**src/rtl/ring_buf_push_arbiter_pkg.sv**
```systemverilog
// Shared state encoding, constants and one-hot/binary helpers for ring_buf_push_arbiter.
// Define ARB_RETRY_LIMIT_EN to build the bounded-retry (drop) logic.
package ring_buf_push_arbiter_pkg;

  localparam int LEN_ARB_STATE = 2;
  localparam int N_UART_REQ    = 4;
`ifdef ARB_RETRY_LIMIT_EN
  localparam int LEN_ARB_RETRY = 8;
`endif

  typedef enum logic [LEN_ARB_STATE-1:0] {
    ARB_IDLE  = 2'd0,
    ARB_ISSUE = 2'd1,
    ARB_WAIT  = 2'd2
  } arb_state_t;

  // Helpers are sized for the largest supported requester count (16).
  function automatic logic [3:0] onehot_to_binary(input logic [15:0] i_onehot);
    logic [3:0] bin;
    bin = 4'd0;
    for (int i = 0; i < 16; i++) begin
      if (i_onehot[i]) begin
        bin = bin | 4'(i);
      end
    end
    return bin;
  endfunction

  function automatic logic [15:0] binary_to_onehot(input logic [3:0] i_bin);
    return 16'(1) << i_bin;
  endfunction

endpackage

```
**src/rtl/ring_buf_push_arbiter_rr_priority_select.sv**
```systemverilog
// Combinational round-robin pick: first valid requester at or after i_rr_ptr, wrapping.
module rr_priority_select
  import ring_buf_push_arbiter_pkg::*;
#(
  parameter int N_REQ      = 4,
  parameter int LEN_REQ_ID = 2
) (
  input  logic [N_REQ-1:0]      i_req_valid,
  input  logic [LEN_REQ_ID-1:0] i_rr_ptr,
  output logic [N_REQ-1:0]      o_win_onehot,
  output logic [LEN_REQ_ID-1:0] o_win_id,
  output logic                  o_any
);

  logic [N_REQ-1:0] w_mask;
  logic [N_REQ-1:0] w_upper;
  logic [N_REQ-1:0] w_pick;
  logic [15:0]      w_pick_ext;

  for (genvar gi = 0; gi < N_REQ; gi++) begin : g_mask
    assign w_mask[gi] = (gi >= int'(i_rr_ptr));
  end

  // Requests at/above the pointer take precedence; otherwise wrap to the bottom.
  assign w_upper      = i_req_valid & w_mask;
  assign w_pick       = (|w_upper) ? w_upper : i_req_valid;
  assign o_win_onehot = w_pick & (-w_pick);
  assign w_pick_ext   = 16'(o_win_onehot);
  assign o_win_id     = LEN_REQ_ID'(onehot_to_binary(w_pick_ext));
  assign o_any        = |i_req_valid;

endmodule

```
**src/rtl/ring_buf_push_arbiter.sv**
```systemverilog
// Round-robin arbiter sharing one ring_buf write port among N_REQ byte producers.
// Define ARB_RETRY_LIMIT_EN to drop a byte after RETRY_MAX refused pushes.
module ring_buf_push_arbiter
  import ring_buf_push_arbiter_pkg::*;
#(
  parameter int N_REQ      = N_UART_REQ,
  parameter int LEN_REQ_ID = 2,
  parameter int RETRY_MAX  = 255
) (
  input  logic               clk,
  input  logic               rst,
  input  logic [N_REQ-1:0]   req_valid,
  input  logic [N_REQ*8-1:0] req_data,
  output logic [N_REQ-1:0]   req_grant,
  output logic [N_REQ-1:0]   req_drop,
  output logic               buf_order,
  output logic [7:0]         buf_data,
  input  logic               buf_done,
  output logic               busy
);

  if (N_REQ < 2 || N_REQ > 16 || (2 ** LEN_REQ_ID) < N_REQ ||
      RETRY_MAX < 1 || RETRY_MAX > 255) begin : g_bad_cfg
    $error("ring_buf_push_arbiter: illegal parameter combination");
  end

  arb_state_t              r_state, w_state_next;
  logic [LEN_REQ_ID-1:0]   r_rr_ptr, w_rr_ptr_next;
  logic [LEN_REQ_ID-1:0]   r_win_id, w_win_id_next;
  logic [7:0]              r_buf_data, w_buf_data_next;
  logic                    r_buf_order, w_buf_order_next;
  logic [N_REQ-1:0]        r_grant;
  logic                    r_busy;
  logic                    w_grant_fire;

  logic [N_REQ-1:0]        w_sel_onehot;
  logic [LEN_REQ_ID-1:0]   w_sel_id;
  logic                    w_any;
  logic [7:0]              w_sel_byte;
  logic [7:0]              w_masked_byte [N_REQ];
  logic [LEN_REQ_ID-1:0]   w_ptr_after_win;
  logic [N_REQ-1:0]        w_win_onehot;

  rr_priority_select #(
    .N_REQ      (N_REQ),
    .LEN_REQ_ID (LEN_REQ_ID)
  ) u_select (
    .i_req_valid  (req_valid),
    .i_rr_ptr     (r_rr_ptr),
    .o_win_onehot (w_sel_onehot),
    .o_win_id     (w_sel_id),
    .o_any        (w_any)
  );

  for (genvar gi = 0; gi < N_REQ; gi++) begin : g_byte_mux
    assign w_masked_byte[gi] = w_sel_onehot[gi] ? req_data[gi*8 +: 8] : 8'h00;
  end

  always_comb begin
    w_sel_byte = 8'h00;
    for (int i = 0; i < N_REQ; i++) begin
      w_sel_byte = w_sel_byte | w_masked_byte[i];
    end
  end

  assign w_ptr_after_win = (r_win_id == LEN_REQ_ID'(N_REQ - 1)) ? '0
                                                                 : r_win_id + LEN_REQ_ID'(1);
  assign w_win_onehot    = N_REQ'(binary_to_onehot(4'(r_win_id)));

`ifdef ARB_RETRY_LIMIT_EN
  localparam logic [LEN_ARB_RETRY-1:0] RETRY_LIMIT = LEN_ARB_RETRY'(RETRY_MAX);

  logic [LEN_ARB_RETRY-1:0] r_retry_cnt, w_retry_cnt_next;
  logic [N_REQ-1:0]         r_drop;
  logic                     w_at_limit;
  logic                     w_drop_fire;

  assign w_at_limit = (r_retry_cnt == RETRY_LIMIT);
`endif

  always_comb begin
    w_state_next     = r_state;
    w_rr_ptr_next    = r_rr_ptr;
    w_win_id_next    = r_win_id;
    w_buf_data_next  = r_buf_data;
    w_buf_order_next = 1'b0;
    w_grant_fire     = 1'b0;
`ifdef ARB_RETRY_LIMIT_EN
    w_drop_fire      = 1'b0;
`endif
    case (r_state)
      ARB_IDLE: begin
        if (w_any) begin
          w_win_id_next    = w_sel_id;
          w_buf_data_next  = w_sel_byte;
          w_buf_order_next = 1'b1;
          w_state_next     = ARB_ISSUE;
        end
      end
      ARB_ISSUE: begin
        w_state_next = ARB_WAIT;
      end
      ARB_WAIT: begin
        if (buf_done) begin
          w_grant_fire  = 1'b1;
          w_rr_ptr_next = w_ptr_after_win;
          w_state_next  = ARB_IDLE;
        end
`ifdef ARB_RETRY_LIMIT_EN
        else if (w_at_limit) begin
          w_drop_fire   = 1'b1;
          w_rr_ptr_next = w_ptr_after_win;
          w_state_next  = ARB_IDLE;
        end
`endif
        else begin
          // Buffer was full: re-issue the same latched byte for the same winner.
          w_buf_order_next = 1'b1;
          w_state_next     = ARB_ISSUE;
        end
      end
      default: begin
        w_state_next = ARB_IDLE;
      end
    endcase
  end

  always_ff @(posedge clk) begin
    if (rst) begin
      r_state     <= ARB_IDLE;
      r_rr_ptr    <= '0;
      r_win_id    <= '0;
      r_buf_data  <= 8'h00;
      r_buf_order <= 1'b0;
      r_grant     <= '0;
      r_busy      <= 1'b0;
    end else begin
      r_state     <= w_state_next;
      r_rr_ptr    <= w_rr_ptr_next;
      r_win_id    <= w_win_id_next;
      r_buf_data  <= w_buf_data_next;
      r_buf_order <= w_buf_order_next;
      r_grant     <= w_grant_fire ? w_win_onehot : '0;
      r_busy      <= (w_state_next != ARB_IDLE);
    end
  end

`ifdef ARB_RETRY_LIMIT_EN
  always_comb begin
    w_retry_cnt_next = r_retry_cnt;
    if (r_state == ARB_WAIT) begin
      if (buf_done || w_at_limit) begin
        w_retry_cnt_next = '0;
      end else begin
        w_retry_cnt_next = r_retry_cnt + LEN_ARB_RETRY'(1);
      end
    end
  end

  always_ff @(posedge clk) begin
    if (rst) begin
      r_retry_cnt <= '0;
      r_drop      <= '0;
    end else begin
      r_retry_cnt <= w_retry_cnt_next;
      r_drop      <= w_drop_fire ? w_win_onehot : '0;
    end
  end

  assign req_drop = r_drop;
`else
  assign req_drop = '0;
`endif

  assign req_grant = r_grant;
  assign buf_order = r_buf_order;
  assign buf_data  = r_buf_data;
  assign busy      = r_busy;

endmodule
```
**config.mk**
```make
export PLATFORM = sky130hd
export DESIGN_NAME = ring_buf_push_arbiter
export DESIGN_NICKNAME = d
export VERILOG_FILES = /design/src/rtl/ring_buf_push_arbiter_pkg.sv /design/src/rtl/ring_buf_push_arbiter_rr_priority_select.sv /design/src/rtl/ring_buf_push_arbiter.sv
export SDC_FILE = /design/constraint.sdc
export NUM_CORES = 1
export LEC_CHECK = 0
export CORE_MARGIN = 2
export CORE_UTILIZATION = 44
export DETAILED_ROUTE_END_ITERATION = 7
export PLACE_DENSITY = 0.84
export SLEW_MARGIN = 20
export SYNTH_ARGS = -nofsm -noshare
export SYNTH_HDL_FRONTEND = slang
export SYNTH_SLANG_ARGS = --single-unit
```
**constraint.sdc**
```tcl
create_clock -name clk -period 3 [get_ports clk]
set_input_delay 0.75 -clock clk [delete_from_list [all_inputs] [get_ports clk]]
set_output_delay 0.75 -clock clk [all_outputs]
set_load 0.05 [all_outputs]
```
==> summary.txt, run 1 <==
Logic synthesis
  • Area leader, netlist: dfxtp_1
  • Synth top area share: 31.8%
  • Top cells by area, synth: dfxtp_1, a211oi_2, nand3_1, a311oi_1, nor2_1
  • Synth top cells by count: dfxtp_1, nand3_1, nor2_1
  • Synthesized area: 0.00126 mm^2
  • Async S/R FF share, synth: 0%
  • Sequential element share of the synthesized area: 31.8%
  • Avg Cell Area, Syn: 8.61 um^2
  • Post-Synthesis Cells: 146
  • Synth Register Bits: 20
  • Count leader, synth: dfxtp_1
  • Leading register cell type out of synthesis: dfxtp_1
  • Post-synthesis cell type count: 39
  • Post-synth EDFFs: 0
  • Ys Warns: 0

Worst setup path
  • CP required: 3.17 ns
  • Depth of the most critical reg-to-reg path: 4
  • Type of element launching the critical path: input pin
  • R2R setup slack: 1.25 ns
  • Critical path cell sequence: clkdlybuf4s50_1, nor2_1, a211o_1, a211oi_1, a311oi_1
  • CP startpoint: req_valid[0]
  • Reg2reg start: r_rr_ptr[0]
  • Critical R2R Capture: buf_data[0]
  • Crit path capture type: register
  • Critical Path AT: 2.65 ns
  • CP max FO: 14
  • Critical path class: in2reg
  • Crit-path slowest cell: clkdlybuf4s50_1
  • CP max stage delay: 0.80 ns

Clock network
  • Post_cts resized: 0
  • CTS tree: done
  • CTS Buf Count: 3
  • TritonCTS Sinks: 20
  • Root Driver: clkbuf_4
  • Worst-path clk slew: 0.11 ns
  • Worst skew pair latency: 0.30 ns
  • CTS Buffer Depth: 2
  • H-tree levels: 1
  • Post-CTS Setup Inserts: 0
  • Hold_buf cts: 0

Floorplan
  • Die Y: 57.5 um
  • Initial Util: 46.0%
  • Chip width: 57.5 um
  • CORE AREA: 0.00273 mm^2
  • Top-level I/O count: 57
  • Rows: 19
  • Die area: 0.00330 mm^2

Detailed routing
  • Final WL: 3.38 mm
  • Initial DRC count: 26
  • Vias post-DR: 1272
  • Post-DRT Antenna Nets: 0
  • WL per Instance: 15.3 um
  • Via density: 5.76
  • Drt pass-1 iters: 4
  • DR DRC count: 0

Placed design
  • Placed inst area: 0.00172 mm^2
  • Placed Cells: 217
  • HPWL after DPL: 2.63 mm
  • Count of input and output buffers: 52
  • Placer congestion estimate: 0.837

Power and ir drop
  • VDD IR max: 0.000560 V
  • PD cells: 464 mW/mm^2
  • Static Leak: 0.676 nW
  • Final Power: 824 uW

Timing
  • Period utilisation layout: 82.8%
  • RSZ-0062 raised after global routing: no
  • Fmax: 403 MHz
  • Least-Margin Pin Slew: 0.683 ns
  • Setup tns final: 0 ns
  • Final Max Tran Viols: 0
  • Final Hold Fails: 0
  • Tmin final: 2.48 ns
  • Slew HR: 54.3%
  • Count of final setup violators: 0
  • Clk_skew: 0.00513 ns

GRT
  • Vias in the first global route: 1179
  • First-pass GRT wire length: 5.37 mm
  • Global Route Usage Sum: 20.3%
  • GRT overflow: 0
  • Antenna violations before repair: 0
  • Largest net degree at the start of global routing: 19

Flow run
  • Maxcap violations: 0

Cells and area
  • Fin area: 0.00178 mm^2
  • Area added between synthesis and finish: 41.2%
  • Final Non-Filler Cells: 221
  • Layout cells sized above 1: 11.1%
  • Final core utilization: 64.9%
  • Final net count: 231
  • Diodes inserted: 0

Hold path
  • Hold EP: req_grant[2]
  • Min-Delay Path Class: reg2reg
  • Hold-critical path depth: 1
  • Hold_sp: r_win_id[0]

Status
  • Outcome: finished clean
==> cells in the final DEF (no fill, tap or decap), drive strengths merged <==
| master | instances |
|---|---|
| clkdlybuf4s50 | 52 |
| dfxtp | 20 |
| nand3 | 17 |
| nor2 | 17 |
| a211oi | 17 |
| nand2 | 11 |
| a311oi | 10 |
| and3 | 9 |
| conb | 4 |
| clkbuf | 3 |
| a21oi | 3 |
| nand2b | 2 |
| nand3b | 2 |
| buf | 2 |
| nor3 | 2 |
| nor2b | 1 |
| or3 | 1 |
| o221ai | 1 |
| inv | 1 |
| a221o | 1 |
| and2b | 1 |
| o21ai | 1 |
| o21bai | 1 |
| a21o | 1 |
| o21a | 1 |
| a211o | 1 |
| nor4b | 1 |
| nor4 | 1 |
| or3b | 1 |
| nor3b | 1 |
| mux2i | 1 |
| or2 | 1 |
| ha | 1 |
| bufinv | 1 |
==> cell type report <==
type,count,area [um^2]
inverter,1,3.75
timing repair buffer,54,536
multi-input combinational,111,744
fill,247,958
sequential,20,400
clock buffer,3,22.5
clock inverter,1,30.0
tap,31,38.8
==> sequential cells by signal (all words and copies together), names as in the netlist <==
name       flops
r_win_id       2
r_rr_ptr       2
busy           1
buf_order      1
buf_data       8
r_state        2
req_grant      4
==> logic make-up after synthesis <==
logic type	after synthesis	synth area share, %
muxes	1	0.796
buffers and inverters	18	9.85
AOI/OAI and AO/OA	37	28.5
adders and majority gates	1	0.995
and+or+nand+nor	68	27.8
other	1	0.298
DFF	20	31.8
==> critical path: cells and delay by family <==
| family | cells | cell delay (ns) |
|---|---|---|
| AND/OR/NAND/NOR | 1 | 0.15 |
| buffers and inverters | 1 | 0.80 |
| AO/OA/AOI/OAI | 3 | 0.94 |
==> how the worst max path moves through the flow <==
stage / end / slack (ns) / cells after the start
2_1_floorplan: buf_data[0] / 1.34 / 5
3_3_place_gp: buf_data[1] / 0.33 / 5
3_5_place_dp: buf_data[6] / 0.26 / 5
4_1_cts: buf_data[1] / 0.58 / 5
5_1_grt: buf_data[6] / 0.38 / 5
6_report: buf_data[6] / 0.52 / 5
==> per-stage QoR <==
stage / worst slack, ns / hold WS [ns]
2_1_floorplan: 1.34 / 0.456
3_3_place_gp: 0.328 / 0.489
3_5_place_dp: 0.260 / 0.490
4_1_cts: 0.578 / 0.515
5_1_grt: 0.384 / 0.538
6_report: 0.517 / 0.513
==> power breakdown <==
part | switching [mW] | internal (mW)
Sequential | 0.0191 | 0.291
Clock | 0.0826 | 0.135
Combinational | 0.173 | 0.123
==> per-layer routing <==
metal	vias to the layer above	part of all wire [%]	track usage, %	routed length, um
met5	-	0	0	0
met4	0	0.86	6.98	29
met1	609	44	26.4	1480
li1	627	-	-	-
met3	4	3.6	0.680	123
met2	32	52	36.0	1750
Power figures use the tool's default switching activity.
==> run 2, diff against run 1 <==
- CORE_UTILIZATION: 44 -> 41
- PLACE_DENSITY: 0.84 -> 0.79
- clock period: 3 -> 2.55 ns (I/O delays scaled with it)
==> run 2 against run 1 <==
Effect of this change: power is 4.8% higher; highest routed layer unchanged; non-clock buffer count grew 3; routed wire length decreased by 0.98%; largest power group unchanged; hold slack better by 0.0026 ns.
==> summary.txt, run 2 (synthesis results as in run 1) <==
Cells and area
  • Commonest cells after routing, fill and taps aside: clkdlybuf4s50_1, dfxtp_1, nand3_1, nor2_1, nand2_1 (unchanged)
  • Fill count: 278 (was 247)
  • Area added between synthesis and finish: 40.8% (was 41.2%)
  • Fin area: 0.00177 mm^2 (was 0.00178 mm^2)
  • Final core utilization: 59.5% (was 64.9%)
  • Final net count: 234 (was 231)
  • Layout cells sized above 1: 12.0% (was 11.1%)
  • Diodes inserted: 0 (unchanged)
  • Max FFs per register: 8 (unchanged)
  • Commonest non-fill, non-tap cell in the layout: clkdlybuf4s50_1 (unchanged)

GRT
  • Antenna violations before repair: 0 (unchanged)
  • Vias in the first global route: 1233 (was 1179)
  • GRT overflow: 0 (unchanged)
  • First-pass GRT wire length: 5.28 mm (was 5.37 mm)
  • Global Route Usage Sum: 19.7% (was 20.3%)
  • Largest net degree at the start of global routing: 19 (unchanged)

Detailed routing
  • Initial DRC count: 44 (was 26)
  • Drt pass-1 iters: 4 (unchanged)
  • Wire length on met1: 1.36 mm (was 1.48 mm)
  • Final WL: 3.35 mm (was 3.38 mm)
  • Post-DRT Antenna Nets: 0 (unchanged)
  • Uppermost layer routed: met4 (unchanged)
  • DR DRC count: 0 (unchanged)
  • Met3 routed WL: 218 um (was 123 um)
  • Via density: 5.76 (about the same)
  • WL per Instance: 14.9 um (was 15.3 um)
  • Met2 WL: 1.72 mm (was 1.75 mm)
  • Vias post-DR: 1297 (was 1272)

Timing
  • Least-Margin Pin Slew: 0.692 ns (was 0.683 ns)
  • RSZ-0062 raised after global routing: no (unchanged)
  • Count of final setup violators: 0 (unchanged)
  • Period utilisation layout: 83.0%
  • Final Hold Fails: 0 (unchanged)
  • Tmin final: 2.12 ns
  • Clk_skew: 0.000986 ns (was 0.00513 ns)
  • Final Max Tran Viols: 0 (unchanged)
  • Setup tns final: 0 ns (unchanged)
  • Fmax: 472 MHz
  • Slew HR: 53.7% (was 54.3%)
  • Worst hold slack: 0.516 ns (was 0.513 ns)

Status
  • Outcome: finished clean (unchanged)

Worst setup path
  • R2R setup slack: 0.83 ns (was 1.25 ns)
  • Buffers and inverters on the worst path: 1 (unchanged)
  • CP startpoint: buf_data[6] (was req_valid[0])
  • WP depth: 1 (was 5)
  • Critical Path End: buf_data[6] (unchanged)
  • Critical R2R Capture: buf_data[6] (was buf_data[0])
  • Critical path cell sequence: clkdlybuf4s50_1 (was clkdlybuf4s50_1, nor2_1, a211o_1, a211oi_1, a311oi_1)
  • CP required: 1.91 ns (was 3.17 ns)
  • Crit-path slowest cell: clkdlybuf4s50_1 (unchanged)
  • Type of element launching the critical path: register (was input pin)
  • Top Family by Delay on Critical Path: buffers and inverters (was compound AO/OA/AOI/OAI gates)
  • Critical path class: reg2out (was in2reg)
  • CP max FO: 2 (was 14)
  • CP max stage delay: 0.81 ns (was 0.80 ns)
  • Crit path capture type: output pin (was register)
  • Depth of the most critical reg-to-reg path: 4 (unchanged)
  • Reg2reg start: r_rr_ptr[0] (unchanged)
  • Critical Path AT: 1.48 ns (was 2.65 ns)

Clock network
  • CTS Buffer Depth: 2 (unchanged)
  • CTS Buf Count: 3 (unchanged)
  • CTS tree: done (unchanged)
  • Post-CTS Setup Inserts: 0 (unchanged)
  • Worst-path clk slew: 0.11 ns (about the same)
  • H-tree levels: 1 (unchanged)
  • Root Driver: clkbuf_4 (unchanged)
  • Worst skew pair latency: 0.29 ns (was 0.30 ns)
  • Post_cts resized: 0 (unchanged)
  • TritonCTS Sinks: 20 (unchanged)
  • Hold_buf cts: 0 (unchanged)

Floorplan
  • Initial Util: 42.2% (was 46.0%)
  • Rows: 20 (was 19)
  • Chip width: 59.4 um (was 57.5 um)
  • Die area: 0.00353 mm^2 (was 0.00330 mm^2)
  • Die Y: 59.4 um (was 57.5 um)
  • Top-level I/O count: 57 (unchanged)
  • CORE AREA: 0.00298 mm^2 (was 0.00273 mm^2)

Placed design
  • Placer congestion estimate: 0.854 (was 0.837)
  • Count of input and output buffers: 52 (unchanged)
  • HPWL after DPL: 2.72 mm (was 2.63 mm)
  • Placed inst area: 0.00175 mm^2 (was 0.00172 mm^2)

Power and ir drop
  • Static Leak: 0.676 nW (about the same)
  • PD cells: 488 mW/mm^2 (was 464 mW/mm^2)
  • VDD IR max: 0.000151 V (was 0.000560 V)

Flow run
  • Maxcap violations: 0 (unchanged)

Hold path
  • Min-Delay Path Class: reg2reg (unchanged)
[run 2: changes by cell type in the layout (fill, tap and decap cells not counted)]
cell,previous run,this run
buf_4,2,5
bufinv_16,1,0
[run 2: worst min-delay path by stage]
stage / startpoint / to / slack [ns] / cells after the start
after CTS: r_win_id[1] / req_grant[2] / 0.52 / 2
after floorplan: r_win_id[0] / req_grant[2] / 0.46 / 1
after detailed placement: r_win_id[1] / req_grant[2] / 0.50 / 2
after global placement: r_win_id[1] / req_grant[2] / 0.48 / 2
after global routing: buf_data[7] / buf_data[7] / 0.54 / 2
final: buf_data[7] / buf_data[7] / 0.52 / 2
[run 2: layout make-up]
class,count,area [um^2],area share [%]
repair buffers,57,558,31.5
inverters,1,3.75,0.212
flip-flops and latches,20,400,22.6
well taps,33,41.3,2.33
multi-input cells,111,744,42.0
clock buffers,3,22.5,1.27
[run 2: routing by layer]
layer	track usage, %	vias up
li1	-	630
met1	22.1	597
met3	2.40	7
met2	35.9	63
met4	9.74	0
met5	0	-
[run 2: worst min-delay path, cell delays in order (launching register included)]
cell and delay (ns):
dfxtp_1 0.33, nor2_1 0.10, a311oi_1 0.05
[run 2: through the flow]
stage	setup slack, ns	cells	total power [mW]
after floorplan	0.999	149	0.596
after global placement	0.186	222	0.712
after detailed placement	0.122	222	0.723
after CTS	0.427	225	0.862
after global routing	0.273	225	0.904
final	0.432	225	0.863
[run 2: power breakdown]
part           internal, mW  total [mW]  switching, mW
combinational         0.147       0.349          0.201
sequential            0.343       0.367         0.0248
clock                0.0550       0.147         0.0922
